`src/rtl/frame_scaler_downloader.sv`:
```
// frame_scaler_downloader: reads a stored frame from PSRAM in fixed bursts,
// decimates it (nearest neighbour, error accumulators) and streams marked
// pixels to the display FIFO.
// Ports: start/abort/base_addr control; read_rq/read_ack/read_addr/mem_rd_en
// and read_data/rd_data_valid to arbiter+memory; queue_data/wr_en/queue_full
// to the FIFO; busy/download_done status.
module frame_scaler_downloader #(
  parameter int PIXEL_W      = 16,
  parameter int MEMORY_BURST = 32,
  parameter int ADDR_W       = 21,
  parameter int SRC_WIDTH    = 640,
  parameter int SRC_HEIGHT   = 480,
  parameter int DST_WIDTH    = 480,
  parameter int DST_HEIGHT   = 272
) (
  input  logic              clk,
  input  logic              reset_n,
  input  logic              start,
  input  logic              abort,
  input  logic [ADDR_W-1:0] base_addr,
  input  logic              queue_full,
  output logic [PIXEL_W:0]  queue_data,
  output logic              wr_en,
  output logic              read_rq,
  input  logic              read_ack,
  output logic [ADDR_W-1:0] read_addr,
  output logic              mem_rd_en,
  input  logic [31:0]       read_data,
  input  logic              rd_data_valid,
  output logic              busy,
  output logic              download_done
);
  localparam int PPW  = 32 / PIXEL_W;
  localparam int BW   = MEMORY_BURST / PPW;
  localparam int SMAX = SRC_WIDTH > SRC_HEIGHT ? SRC_WIDTH : SRC_HEIGHT;
  localparam int AW   = $clog2(SMAX) + 1;
  localparam int WCW  = BW > 1 ? $clog2(BW) : 1;
  localparam int PCW  = MEMORY_BURST > 1 ? $clog2(MEMORY_BURST) : 1;
  localparam int SH   = $clog2(PPW);
  localparam int PSH  = $clog2(PIXEL_W);

  localparam logic [ADDR_W-1:0] LSTEP = ADDR_W'(SRC_WIDTH);
  localparam logic [ADDR_W-1:0] BSTEP = ADDR_W'(MEMORY_BURST);
  localparam logic [AW-1:0] SW = AW'(SRC_WIDTH);
  localparam logic [AW-1:0] SHG = AW'(SRC_HEIGHT);
  localparam logic [AW-1:0] DW = AW'(DST_WIDTH);
  localparam logic [AW-1:0] DH = AW'(DST_HEIGHT);
  localparam logic [PIXEL_W:0] M_SOF = {1'b1, {PIXEL_W{1'b0}}};
  localparam logic [PIXEL_W:0] M_SOL = {1'b1, PIXEL_W'(1)};
  localparam logic [PIXEL_W:0] M_EOF = '1;

  typedef enum logic [3:0] {
    S_IDLE, S_SOF, S_ROW, S_SOL, S_REQ,
    S_WAIT, S_FILL, S_DRAIN, S_EOF, S_DONE
  } state_t;

  state_t            state;
  logic [ADDR_W-1:0] line_addr;
  logic [ADDR_W-1:0] burst_addr;
  logic [AW-1:0]     row;
  logic [AW-1:0]     ev;
  logic [AW-1:0]     eh;
  logic [WCW-1:0]    wcnt;
  logic [PCW-1:0]    pcnt;
  logic              pend;
  logic              aborting;
  logic [31:0]       cache [BW];

  logic              gate;
  logic              free;
  logic              keep;
  logic [AW-1:0]     eh_nx;
  logic [AW-1:0]     ev_nx;
  logic [WCW-1:0]    widx;
  logic [SH-1:0]     lane;
  logic [4:0]        bofs;
  logic [31:0]       cur_word;
  logic [PIXEL_W-1:0] pix;
  logic [ADDR_W-1:0] next_burst;
  logic [ADDR_W-1:0] line_end;

  // abort blocks writes at once, except the closing EOF
  assign gate = abort && state != S_IDLE
             && state != S_EOF && state != S_DONE;
  assign wr_en = pend && !queue_full && !gate;
  // output slot usable this cycle
  assign free = !pend || wr_en;

  assign eh_nx = eh + DW;
  assign keep  = eh_nx >= SW;
  assign ev_nx = ev + DH;

  assign widx     = WCW'(pcnt >> SH);
  assign lane     = pcnt[SH-1:0];
  assign bofs     = {lane, {PSH{1'b0}}};
  assign cur_word = cache[widx];
  assign pix      = cur_word[bofs +: PIXEL_W];

  assign next_burst = burst_addr + BSTEP;
  assign line_end   = line_addr + LSTEP;

  always_ff @(posedge clk) begin
    if (state == S_FILL && rd_data_valid) cache[wcnt] <= read_data;
  end

  always_ff @(posedge clk or negedge reset_n) begin
    if (!reset_n) begin
      state         <= S_IDLE;
      line_addr     <= '0;
      burst_addr    <= '0;
      row           <= '0;
      ev            <= '0;
      eh            <= '0;
      wcnt          <= '0;
      pcnt          <= '0;
      pend          <= 1'b0;
      aborting      <= 1'b0;
      queue_data    <= '0;
      read_rq       <= 1'b0;
      read_addr     <= '0;
      mem_rd_en     <= 1'b0;
      busy          <= 1'b0;
      download_done <= 1'b0;
    end else begin
      mem_rd_en     <= 1'b0;
      download_done <= 1'b0;
      if (wr_en) pend <= 1'b0;
      // a granted burst must still be drained from the memory
      if (gate && state != S_FILL
          && !(state == S_WAIT && read_ack)) begin
        pend     <= 1'b0;
        aborting <= 1'b1;
        read_rq  <= 1'b0;
        state    <= S_EOF;
      end else begin
        if (gate) begin
          pend     <= 1'b0;
          aborting <= 1'b1;
        end
        unique case (state)
          S_IDLE: if (start) begin
            line_addr <= base_addr;
            row       <= '0;
            ev        <= '0;
            busy      <= 1'b1;
            aborting  <= 1'b0;
            state     <= S_SOF;
          end
          S_SOF: if (free) begin
            queue_data <= M_SOF;
            pend       <= 1'b1;
            state      <= S_ROW;
          end
          S_ROW: begin
            if (row == SHG) begin
              state <= S_EOF;
            end else if (ev_nx >= SHG) begin
              ev    <= ev_nx - SHG;
              state <= S_SOL;
            end else begin
              ev        <= ev_nx;
              line_addr <= line_end;
              row       <= row + AW'(1);
            end
          end
          S_SOL: if (free) begin
            queue_data <= M_SOL;
            pend       <= 1'b1;
            eh         <= '0;
            burst_addr <= line_addr;
            state      <= S_REQ;
          end
          S_REQ: begin
            read_rq   <= 1'b1;
            read_addr <= burst_addr;
            state     <= S_WAIT;
          end
          S_WAIT: if (read_ack) begin
            mem_rd_en <= 1'b1;
            wcnt      <= '0;
            state     <= S_FILL;
          end
          S_FILL: if (rd_data_valid) begin
            if (wcnt == WCW'(BW - 1)) begin
              read_rq <= 1'b0;
              pcnt    <= '0;
              state   <= (aborting || abort) ? S_EOF : S_DRAIN;
            end else begin
              wcnt <= wcnt + WCW'(1);
            end
          end
          S_DRAIN: if (!keep || free) begin
            eh <= keep ? eh_nx - SW : eh_nx;
            if (keep) begin
              queue_data <= {1'b0, pix};
              pend       <= 1'b1;
            end
            if (pcnt == PCW'(MEMORY_BURST - 1)) begin
              burst_addr <= next_burst;
              if (next_burst != line_end) begin
                state <= S_REQ;
              end else begin
                line_addr <= line_end;
                row       <= row + AW'(1);
                state     <= S_ROW;
              end
            end else begin
              pcnt <= pcnt + PCW'(1);
            end
          end
          S_EOF: if (free) begin
            queue_data <= M_EOF;
            pend       <= 1'b1;
            state      <= S_DONE;
          end
          S_DONE: if (!pend || wr_en) begin
            download_done <= 1'b1;
            busy          <= 1'b0;
            state         <= S_IDLE;
          end
          default: state <= S_IDLE;
        endcase
      end
    end
  end
endmodule
```
`config.mk`:
```
export PLATFORM = sky130hd
export DESIGN_NAME = frame_scaler_downloader
export DESIGN_NICKNAME = d
export VERILOG_FILES = /design/src/rtl/frame_scaler_downloader.sv
export SDC_FILE = /design/constraint.sdc
export NUM_CORES = 1
export LEC_CHECK = 0
export BUFFER_PORTS_ARGS = -buffer_cell sky130_fd_sc_hd__buf_2
export CORE_MARGIN = 3
export CORE_UTILIZATION = 29
export CTS_BUF_LIST = sky130_fd_sc_hd__clkbuf_4 sky130_fd_sc_hd__clkbuf_8 sky130_fd_sc_hd__clkbuf_16
export DETAILED_ROUTE_END_ITERATION = 8
export PLACE_DENSITY_LB_ADDON = 0.3
export RECOVER_POWER = 50
export SYNTH_ARGS = -nofsm -noshare
export SYNTH_HDL_FRONTEND = slang
export SYNTH_SLANG_ARGS = --single-unit
```
`constraint.sdc`:
```
create_clock -name clk -period 5.3 [get_ports clk]
set_clock_uncertainty 0.1 [all_clocks]
set_input_delay 1.06 -clock clk [delete_from_list [all_inputs] [get_ports clk]]
set_output_delay 1.06 -clock clk [all_outputs]
set_load 0.02 [all_outputs]
```
==> results.txt <==
Via density - 5.056
Fillers - 8,685
RR Startpoint - eh[5]
Post-CTS Resized - 0
CP max stage delay - 520 ps
Startpoint Class - flip-flop
Top FF cell, synth - edfxtp_1
Switching share of power - 29.72%
Mapped Cells - 1,549
# setup viols final - 0
R2R Setup Slk - 1370 ps
Hold_buf cts - 0
Fin crit period - 3928 ps
RSZ-0062 raised after global routing - no
Final WL - 64,350 um
Nets - 1,747
All-layer global routing usage - 13.55%
Via count - 14,660
Setup TNS - 0 ps
Die W - 309 um
Io pins - 103
Cell chain of the critical path - inv_1 -> ha_1 -> xnor2_1 -> ha_1 -> o31a_1 -> o21a_1 -> o21ai_0 -> a2111oi_2 -> nand4_4 -> and2_1 -> o22a_1
Deepest clock path buffer count - 3
DRC viols - 0
Peak VDD IR - 0.2294 mV
Num rows - 110
Final Wtd Congestion - 0.8683
Top delay family on crit path - compound AO/OA/AOI/OAI gates
Core ar. - 0.09056 mm^2
Die Y - 309 um
Synth Register Bits - 635
Critical Path AT - 4330 ps
Largest net degree at the start of global routing - 84
Hold path startpoint - read_addr[15]
Pwr dens - 441.9 mW/mm^2
Vias in the first global route - 15,170
Postcts setup bufs - 0
Hold path depth - 2
Total global routing overflow - 0
CTS H-Tree Depth - 3
Crit Path Class - reg -> reg
Most frequent cells in the layout - 512 x edfxtp_1, 160 x mux4_2, 119 x dfrtp_1
Reg2reg path depth - 11
HPWL Detailed - 37,270 um
PortBufs - 102
TritonRoute pass-1 iters - 5
Starting Density - 29.40%
Min-Delay Endpoint - read_addr[15]
Fin. Hold Viols - 0
Stages on worst setup path - 11
Worst-skew pair later-pin latency - 620 ps
Wire length per cell - 22.19 um
Clock power frac - 34.7%
Clock Tree Root - clkbuf_16
Cell mode on critical path - ha_1
Global-route wire length before repair - 97,370 um
Seq pwr share - 46.6%
Cell Area, Synth - 0.02662 mm^2
Max-slew violations - 84
Final period utilization - 74.12%
Leakage power - 10.05 nW
Slew at the pin with the worst max-slew slack - 2367 ps
HP Class - reg -> reg
Distinct cells, synth - 71
Fmax - 254.6 MHz
Area grow syn2layout - 16.02%
Outcome - finished with violations
Clock sinks - 635
Capturing point of the worst reg2reg path - line_addr[18]
Antenna viol nets, final - 0
Violated checks - capacitance limit, slew limit
Ys async rst share - 19.37%
Syn nets - 1,624
Worst setup EP type - flip-flop
Clk slew on worst S/H paths - 60 ps
CP required - 5700 ps
TritonCTS buffer count - 68
Crit path buf inv count - 1
Fraction of layout cells with a size suffix above 1 - 25.90%
Yosys warning total - 0
CTS tree - done
EDFF count, synth - 512
Critical-path top delay cell - and2_1
Relative slew slack - -57.77%
Internal power - 9.593 mW
Die area - 0.09548 mm^2
Fin util - 34.11%
Number of DRC markers in iteration 0 - 1,194
Most common cell after layout, fill and taps aside - edfxtp_1
NetSw - 4.056 mW
Register area share after synthesis - 69.31%
Worst-path maximum fanout - 26
Avg Inst Size Synth - 17.19 um^2
Max-capacitance violation count - 1
Comb power frac - 18.7%
Initial antenna violation count - 6
==> metal layers <==
layer	GRT usage (%)	share of wire (%)	vias up
met5	0	0.045	-
met4	3.769	2.3	6
met3	3.115	5.9	100
met2	21.90	47	416
met1	18.42	44	7724
li1	-	-	6416
==> final cells by class <==
cell class | count | area (um^2) | area share, %
Sequential cell | 635 | 18460 | 59.77
Clock inverter | 24 | 265.3 | 0.8587
Multi-Input combinational cell | 793 | 7801 | 25.26
Antenna cell | 2 | 5.005 | 0.01620
Timing Repair Buffer | 142 | 772.0 | 2.499
Clock buffer | 96 | 1991 | 6.445
Inverter | 32 | 120.1 | 0.3889
Tap cell | 1176 | 1471 | 4.764
==> cell usage after synthesis (all sizes together), types with 10 or more instances <==
cell type | n | area share, %
edfxtp | 512 | 58
mux4 | 160 | 14
dfrtp | 123 | 12
nand2 | 87 | 1.2
clkbuf | 65 | 0.92
nor2 | 60 | 0.85
o21ai | 55 | 1.0
a21oi | 53 | 1.0
nand3 | 40 | 0.77
mux2 | 38 | 1.6
xnor2 | 37 | 1.2
inv | 32 | 0.45
nor3 | 27 | 0.53
a31oi | 25 | 0.59
buf | 24 | 0.42
xor2 | 16 | 0.53
ha | 15 | 0.70
mux2i | 15 | 0.56
nand2b | 14 | 0.33
and3 | 12 | 0.28
nor4 | 12 | 0.28
nand4 | 11 | 0.31
o31ai | 10 | 0.28
==> metrics by stage <==
stage               worst slack [ps]  total power [mW]  instances  instance area (um^2)  hold WS [ps]
global route                    1009             14.34       2898                 30880         423.0
detailed placement              1308             8.986       2778                 28690         367.1
CTS                             1367             13.79       2898                 30940         380.1
global placement                1329             8.924       2778                 28690         358.3
finish                          1372             13.65       2900                 30890         374.1
floorplan                      88.79             8.154       1549                 26620         363.1
==> state kept, by name (all words and copies together), names as in the netlist <==
signal	count
busy	1
read_rq	1
state	4
read_addr	21
line_addr	21
row	11
mem_rd_en	1
eh	6
cache	512
burst_addr	21
pcnt	5
ev	7
aborting	1
wcnt	4
queue_data	17
download_done	1
pend	1
==> power by group through the flow <==
stage                     registers [mW]  clock network (mW)  logic, mW
after global routing                6.41                5.08       2.85
final                               6.36                4.74       2.55
after detailed placement            6.43                   0       2.55
after CTS                           6.34                4.88       2.57
after global placement              6.42                   0       2.50
after floorplan                     6.36                   0       1.80
==> worst reg2reg max path: cells and delay by family, from the launching register on <==
| family | cells | cell delay, ps |
|---|---|---|
| AND/OR/NAND/NOR | 2 | 960 |
| flip-flops | 1 | 440 |
| buffers and inverters | 1 | 80 |
| adder cells (fa/ha/maj) | 2 | 520 |
| AO/OA/AOI/OAI | 5 | 1360 |
| XOR/XNOR | 1 | 380 |
==> kinds of logic after synthesis <==
family	count (synthesis)	synth area share (%)
multiplexers	213	15.71
buffers and inverters	121	1.786
flip-flops	635	69.31
AO/OA/AOI/OAI	206	4.958
AND/OR/NAND/NOR	305	5.710
adder cells (fa/ha/maj)	15	0.7049
XOR/XNOR	54	1.828
==> worst max path at each step <==
stage             startpoint       endpoint  slack [ps]
3_3_place_gp        read_ack  line_addr[12]        1330
6_report               eh[5]  line_addr[18]        1370
3_5_place_dp           abort  line_addr[18]        1310
5_1_grt                eh[5]   line_addr[8]        1010
2_1_floorplan  rd_data_valid    cache[3][0]          90
4_1_cts                eh[5]  line_addr[18]        1370
Power figures use the tool's default switching activity.
